===== src/rtl/f8_alu_pkg.sv =====
// Shared f8 ALU definitions: instruction encoding and the op classification
// helpers used by the request sequencer.
package f8_alu_pkg;

  localparam int unsigned DATA_W = 16;
  localparam int unsigned BYTE_W = 8;

  typedef enum logic [4:0] {
    ALU_ADD   = 5'd0,
    ALU_ADC   = 5'd1,
    ALU_SUB   = 5'd2,
    ALU_SBC   = 5'd3,
    ALU_AND   = 5'd4,
    ALU_OR    = 5'd5,
    ALU_XOR   = 5'd6,
    ALU_SRL   = 5'd7,
    ALU_PASS  = 5'd8,
    ALU_PASSW = 5'd9,
    ALU_SEX   = 5'd10
  } aluinst_t;

  // High-byte pass chains the low-byte carry, so plain add/sub become carry forms.
  function automatic aluinst_t hi_pass_op(input aluinst_t op);
    case (op)
      ALU_ADD, ALU_ADC: hi_pass_op = ALU_ADC;
      ALU_SUB, ALU_SBC: hi_pass_op = ALU_SBC;
      default:          hi_pass_op = op;
    endcase
  endfunction

  // Ops whose carry propagates from the low byte into the high byte.
  function automatic logic is_carry_op(input aluinst_t op);
    is_carry_op = (op == ALU_ADD) || (op == ALU_ADC) ||
                  (op == ALU_SUB) || (op == ALU_SBC);
  endfunction

  // Ops executed as two byte passes when a wide request is made.
  function automatic logic is_split_op(input aluinst_t op);
    is_split_op = is_carry_op(op) || (op == ALU_AND) ||
                  (op == ALU_OR) || (op == ALU_XOR);
  endfunction

  // Ops the ALU already produces a full 16-bit result for in one pass.
  function automatic logic is_native_wide(input aluinst_t op);
    is_native_wide = (op == ALU_SEX) || (op == ALU_PASSW);
  endfunction

endpackage


===== src/rtl/alu_seq.sv =====
// Request-side sequencer for the combinational f8 ALU. Wide add/sub/logic
// ops run as a low-byte pass followed by a carry-chained high-byte pass.
// Optional: define ALU_SEQ_BACK2BACK_EN to accept a new request in the same
// cycle the pending response is consumed.
module alu_seq
  import f8_alu_pkg::*;
(
  input  logic              clk,
  input  logic              reset_n,
  input  logic              req_valid,
  output logic              req_ready,
  input  aluinst_t          req_op,
  input  logic [DATA_W-1:0] req_a,
  input  logic [DATA_W-1:0] req_b,
  input  logic              req_c,
  input  logic              req_wide,
  output logic [DATA_W-1:0] alu_op0,
  output logic [DATA_W-1:0] alu_op1,
  output aluinst_t          alu_inst,
  output logic              alu_c_in,
  input  logic [DATA_W-1:0] alu_result,
  input  logic              alu_z,
  input  logic              alu_n,
  input  logic              alu_c,
  output logic              rsp_valid,
  input  logic              rsp_ready,
  output logic [DATA_W-1:0] rsp_result,
  output logic              rsp_z,
  output logic              rsp_n,
  output logic              rsp_c
);

  typedef enum logic [1:0] {ST_IDLE, ST_LO, ST_HI, ST_DONE} state_t;

  state_t            state_q, state_d;
  aluinst_t          op_q, op_d;
  logic [DATA_W-1:0] a_q, a_d, b_q, b_d;
  logic              c_q, c_d, split_q, split_d;
  logic [BYTE_W-1:0] lo_res_q, lo_res_d;
  logic              lo_z_q, lo_z_d, lo_c_q, lo_c_d;
  logic [DATA_W-1:0] rsp_result_q, rsp_result_d;
  logic              rsp_z_q, rsp_z_d, rsp_n_q, rsp_n_d, rsp_c_q, rsp_c_d;
  logic              rsp_valid_q, rsp_valid_d;
  logic [DATA_W-1:0] alu_op0_q, alu_op0_d, alu_op1_q, alu_op1_d;
  aluinst_t          alu_inst_q, alu_inst_d;
  logic              alu_c_in_q, alu_c_in_d;
  logic              accept_c, load_req;

  // Request acceptance window.
`ifdef ALU_SEQ_BACK2BACK_EN
  assign req_ready = (state_q == ST_IDLE) || ((state_q == ST_DONE) && rsp_ready);
`else
  assign req_ready = (state_q == ST_IDLE);
`endif
  assign accept_c = req_valid && req_ready;

  // Next-state, operand latching, ALU drive for the upcoming state, response load.
  always_comb begin
    state_d      = state_q;
    op_d         = op_q;
    a_d          = a_q;
    b_d          = b_q;
    c_d          = c_q;
    split_d      = split_q;
    lo_res_d     = lo_res_q;
    lo_z_d       = lo_z_q;
    lo_c_d       = lo_c_q;
    rsp_result_d = rsp_result_q;
    rsp_z_d      = rsp_z_q;
    rsp_n_d      = rsp_n_q;
    rsp_c_d      = rsp_c_q;
    rsp_valid_d  = rsp_valid_q;
    alu_op0_d    = '0;
    alu_op1_d    = '0;
    alu_inst_d   = ALU_PASS;
    alu_c_in_d   = 1'b0;
    load_req     = 1'b0;

    case (state_q)
      ST_IDLE: begin
        if (accept_c) load_req = 1'b1;
      end
      ST_LO: begin
        lo_res_d = alu_result[BYTE_W-1:0];
        lo_z_d   = alu_z;
        lo_c_d   = alu_c;
        if (split_q) begin
          state_d    = ST_HI;
          alu_op0_d  = {{BYTE_W{1'b0}}, a_q[DATA_W-1:BYTE_W]};
          alu_op1_d  = {{BYTE_W{1'b0}}, b_q[DATA_W-1:BYTE_W]};
          alu_inst_d = hi_pass_op(op_q);
          alu_c_in_d = is_carry_op(op_q) ? alu_c : 1'b0;
        end else begin
          state_d      = ST_DONE;
          rsp_valid_d  = 1'b1;
          rsp_result_d = is_native_wide(op_q) ? alu_result
                                              : {{BYTE_W{1'b0}}, alu_result[BYTE_W-1:0]};
          rsp_z_d      = alu_z;
          rsp_n_d      = alu_n;
          rsp_c_d      = alu_c;
        end
      end
      ST_HI: begin
        state_d      = ST_DONE;
        rsp_valid_d  = 1'b1;
        rsp_result_d = {alu_result[BYTE_W-1:0], lo_res_q};
        rsp_z_d      = lo_z_q && alu_z;
        rsp_n_d      = alu_n;
        rsp_c_d      = alu_c;
      end
      ST_DONE: begin
        if (rsp_ready) begin
          state_d     = ST_IDLE;
          rsp_valid_d = 1'b0;
`ifdef ALU_SEQ_BACK2BACK_EN
          if (accept_c) load_req = 1'b1;
`endif
        end
      end
      default: state_d = ST_IDLE;
    endcase

    if (load_req) begin
      state_d    = ST_LO;
      op_d       = req_op;
      a_d        = req_a;
      b_d        = req_b;
      c_d        = req_c;
      split_d    = req_wide && is_split_op(req_op);
      alu_op0_d  = req_a;
      alu_op1_d  = req_b;
      alu_inst_d = req_op;
      alu_c_in_d = req_c;
    end
  end

  // State and datapath registers; reset aborts any in-flight op.
  always_ff @(posedge clk or negedge reset_n) begin
    if (!reset_n) begin
      state_q      <= ST_IDLE;
      op_q         <= ALU_PASS;
      a_q          <= '0;
      b_q          <= '0;
      c_q          <= 1'b0;
      split_q      <= 1'b0;
      lo_res_q     <= '0;
      lo_z_q       <= 1'b0;
      lo_c_q       <= 1'b0;
      rsp_result_q <= '0;
      rsp_z_q      <= 1'b0;
      rsp_n_q      <= 1'b0;
      rsp_c_q      <= 1'b0;
      rsp_valid_q  <= 1'b0;
      alu_op0_q    <= '0;
      alu_op1_q    <= '0;
      alu_inst_q   <= ALU_PASS;
      alu_c_in_q   <= 1'b0;
    end else begin
      state_q      <= state_d;
      op_q         <= op_d;
      a_q          <= a_d;
      b_q          <= b_d;
      c_q          <= c_d;
      split_q      <= split_d;
      lo_res_q     <= lo_res_d;
      lo_z_q       <= lo_z_d;
      lo_c_q       <= lo_c_d;
      rsp_result_q <= rsp_result_d;
      rsp_z_q      <= rsp_z_d;
      rsp_n_q      <= rsp_n_d;
      rsp_c_q      <= rsp_c_d;
      rsp_valid_q  <= rsp_valid_d;
      alu_op0_q    <= alu_op0_d;
      alu_op1_q    <= alu_op1_d;
      alu_inst_q   <= alu_inst_d;
      alu_c_in_q   <= alu_c_in_d;
    end
  end

  assign alu_op0    = alu_op0_q;
  assign alu_op1    = alu_op1_q;
  assign alu_inst   = alu_inst_q;
  assign alu_c_in   = alu_c_in_q;
  assign rsp_valid  = rsp_valid_q;
  assign rsp_result = rsp_result_q;
  assign rsp_z      = rsp_z_q;
  assign rsp_n      = rsp_n_q;
  assign rsp_c      = rsp_c_q;

endmodule


===== config.mk =====
export PLATFORM = sky130hd
export DESIGN_NAME = alu_seq
export DESIGN_NICKNAME = d
export VERILOG_FILES = /design/src/rtl/f8_alu_pkg.sv /design/src/rtl/alu_seq.sv
export SDC_FILE = /design/constraint.sdc
export NUM_CORES = 1
export LEC_CHECK = 0
export CAP_MARGIN = 20
export CELL_PAD_IN_SITES_DETAIL_PLACEMENT = 1
export CELL_PAD_IN_SITES_GLOBAL_PLACEMENT = 2
export CORE_MARGIN = 10
export CORE_UTILIZATION = 39
export DETAILED_ROUTE_END_ITERATION = 8
export DONT_BUFFER_PORTS = 1
export GPL_ROUTABILITY_DRIVEN = 0
export PLACE_DENSITY = 0.8
export SLEW_MARGIN = 10
export SYNTH_ARGS = -nofsm -noshare
export SYNTH_HDL_FRONTEND = slang
export SYNTH_SLANG_ARGS = --single-unit

===== constraint.sdc =====
create_clock -name clk -period 2.2 [get_ports clk]
set_clock_uncertainty 0.05 [all_clocks]
set_input_delay 0.22 -clock clk [delete_from_list [all_inputs] [get_ports clk]]
set_output_delay 0.22 -clock clk [all_outputs]
set_load 0.02 [all_outputs]

==> results.json <==
{
  "holdWs_ns": -0.500,
  "clockRootBuffer": "clkbuf_8",
  "track_usage": 0.153,
  "cts.clk_slew.worst_paths_ns": 0.10,
  "synthArstFlopShare": 1.00,
  "layout_setup_ws_ns": 0.445,
  "h-tree-depth": 3,
  "rsz0062_at_grt": "false",
  "synth-compound-area-share": 0.120,
  "first_iter_violations": 106,
  "worstReg2RegEnd": "alu_inst[3]",
  "start_util": 0.399,
  "diodes": 0,
  "status": "finished, violations left",
  "grt_max_degree": 92,
  "area_growth_pct": 24.9,
  "cts-resized-gates": 0,
  "drc": 0,
  "nNetsFinal": 404,
  "r2r-start": "state_q[1]",
  "grt_pass1_vias": 2786,
  "critPathLaunchType": "flop",
  "clock_latency_ns": 0.36,
  "gr-total-overflow": 0,
  "synthAdderAreaFrac": 0,
  "cts_buffers": 9,
  "vias": 2430,
  "cp_max_fo": 22,
  "clock_sinks": 91,
  "yosysMostFrequentCell": "dfrtp_1",
  "yosysSeqAreaShare": 0.658,
  "synthMuxAreaShare": 0.0358,
  "wl_per_cell_um": 21.6,
  "antenna_found_initial": 0,
  "vdd_ir_drop_max_mv": 0.394,
  "hp-class": "in2async",
  "coreArea_um2": 8680,
  "p_per_area_nw_per_um2": 1290,
  "ys_ff_latch": 91,
  "die_y_um": 114,
  "io_buffers": 0,
  "synthFlopType": "dfrtp_1",
  "yosysTopAreaCell": "dfrtp_1",
  "cap_violations": 0,
  "power.total_uw": 5570,
  "place_worst_setup_slack_ns": 0.403,
  "synthCells": 285,
  "synth-simple-area-share": 0.153,
  "dp_hpwl_mm": 6.16,
  "synthesis.nets": 347,
  "routed_wl_mm": 9.81,
  "dieArea_um2": 13000,
  "synth_cell_types": 34,
  "p_leak_uw": 0.00208,
  "tightest_slew_ns": 0.799,
  "die_x_um": 114,
  "synth_top_family_by_area": "simple AND/OR/NAND/NOR gates",
  "place_inst": 380,
  "viasPerCell": 5.34,
  "failed_checks": "negative hold slack",
  "reg2reg_slack_ns": 0.45,
  "setup_viol": 0,
  "cp.arrival_ns": 1.99,
  "grt_pass1_wl_mm": 15.8,
  "drtAntennaViolNets": 0,
  "dr_wl_met2_mm": 4.89,
  "synth_top_area_share": 0.643,
  "ys_top_cells_by_count": "89 x dfrtp_1, 36 x nand2_1, 18 x a21oi_1, 18 x nand3_1",
  "top_layer_used": "met4",
  "route.met3.wl_um": 929,
  "synth_area_per_cell_um2": 12.2,
  "path_class": "reg2reg",
  "yosys_warnings": 0,
  "worstSetupEndpointType": "flop",
  "post_cts_buffers": 0,
  "final_cell_count_no_fill": 455,
  "synth_area_leaders": "dfrtp_1 64%, a22o_1 4.3%, nand2_1 3.9%",
  "worstRegToRegCells": 2,
  "layout-drive-gt1-share": 0.115,
  "cts_tree": "done",
  "wl_met1_mm": 3.91,
  "synth-edff-count": 0,
  "fin_crit_ns": 1.75,
  "finalHoldViolations": 91,
  "synth-xor-area-share": 0.00253,
  "rows": 34,
  "slew_headroom": 0.467,
  "cts_hold_repair.buffers": 59,
  "fmax_ghz": 0.570,
  "worstPathRequired_ns": 2.44,
  "drv_slew": 0,
  "ioPinCount": 121,
  "synth_area_um2": 3460,
  "cts_buffer_depth": 2,
  "min_period_over_period": 0.798,
  "finalSetupTns_ns": 0,
  "drt_pass1_iterations": 6
}
where the power goes:
group          switching [uW]  leakage (uW)  internal (uW)
sequential                744       0.00116           2240
clock                     658     0.0000947            441
combinational             789      0.000817            705
cell usage in the layout, fill, tap and decap left out, types with 2 or more instances in the layout:
cell            n
a21o_1         17
a21oi_1        18
a22o_1         17
and2_1         16
buf_4           5
clkbuf_8        9
dfrtp_1        89
dfstp_2         2
dlygate4sd3_1  59
inv_1           2
inv_6           3
inv_8           2
mux2_2         11
nand2_1        36
nand2b_1        2
nand3_1        18
nand4_1         9
nor2_1         12
nor3b_2         2
o21ai_0         3
critical path: stages, from the launching register on:
cell and delay, ns:
dfrtp_1 0.52, or3b_1 0.77, o22a_1 0.35
area by class of cell:
| class | count | area [um2] |
|---|---|---|
| Clock buffer | 9 | 124 |
| Clock inverter | 7 | 65.1 |
| Fill cell | 898 | 4350 |
| Inverter | 2 | 7.51 |
| Multi-Input combinational cell | 174 | 1080 |
| Sequential cell | 91 | 2280 |
| Tap cell | 108 | 135 |
| Timing Repair Buffer | 64 | 628 |
worst max path at each step:
stage          startpoint        endpoint  slack, ns  cells past startpoint
2_1_floorplan     split_q  rsp_result[14]       0.68                      5
3_3_place_gp   state_q[1]     alu_inst[3]       0.44                      2
3_5_place_dp   state_q[1]     alu_inst[3]       0.40                      2
6_report       state_q[1]     alu_inst[3]       0.45                      2
5_1_grt        state_q[1]     alu_inst[4]       0.31                      3
4_1_cts        state_q[1]     alu_inst[3]       0.41                      2
stage by stage:
stage	utilization	area [um2]
after floorplan	-	3460
after global placement	0.408	3540
after detailed placement	0.408	3540
after CTS	0.498	4320
after global routing	0.498	4320
final	0.498	4320
logic make-up (layout without fill, tap and decap cells):
family                 count (synthesis)  count (layout)
AND/OR/NAND/NOR                      103             103
flip-flops                            91              91
AO/OA/AOI/OAI                         59              59
buffers and inverters                 20              82
multiplexers                          11              11
XOR/XNOR                               1               1
routing by layer:
layer	vias up	track usage
met4	0	0.0376
met1	1244	0.172
met3	5	0.0781
li1	1099	-
met5	-	0
met2	82	0.252
registers in the layout, summed over array words and instances (netlist names), 2 cells and up:
register	count
alu_op1	16
state_q	2
lo_res_q	8
rsp_result	16
alu_inst	5
op_q	5
alu_op0	16
a_q	8
b_q	8
Note: power is estimated with default switching activity, not from simulation.
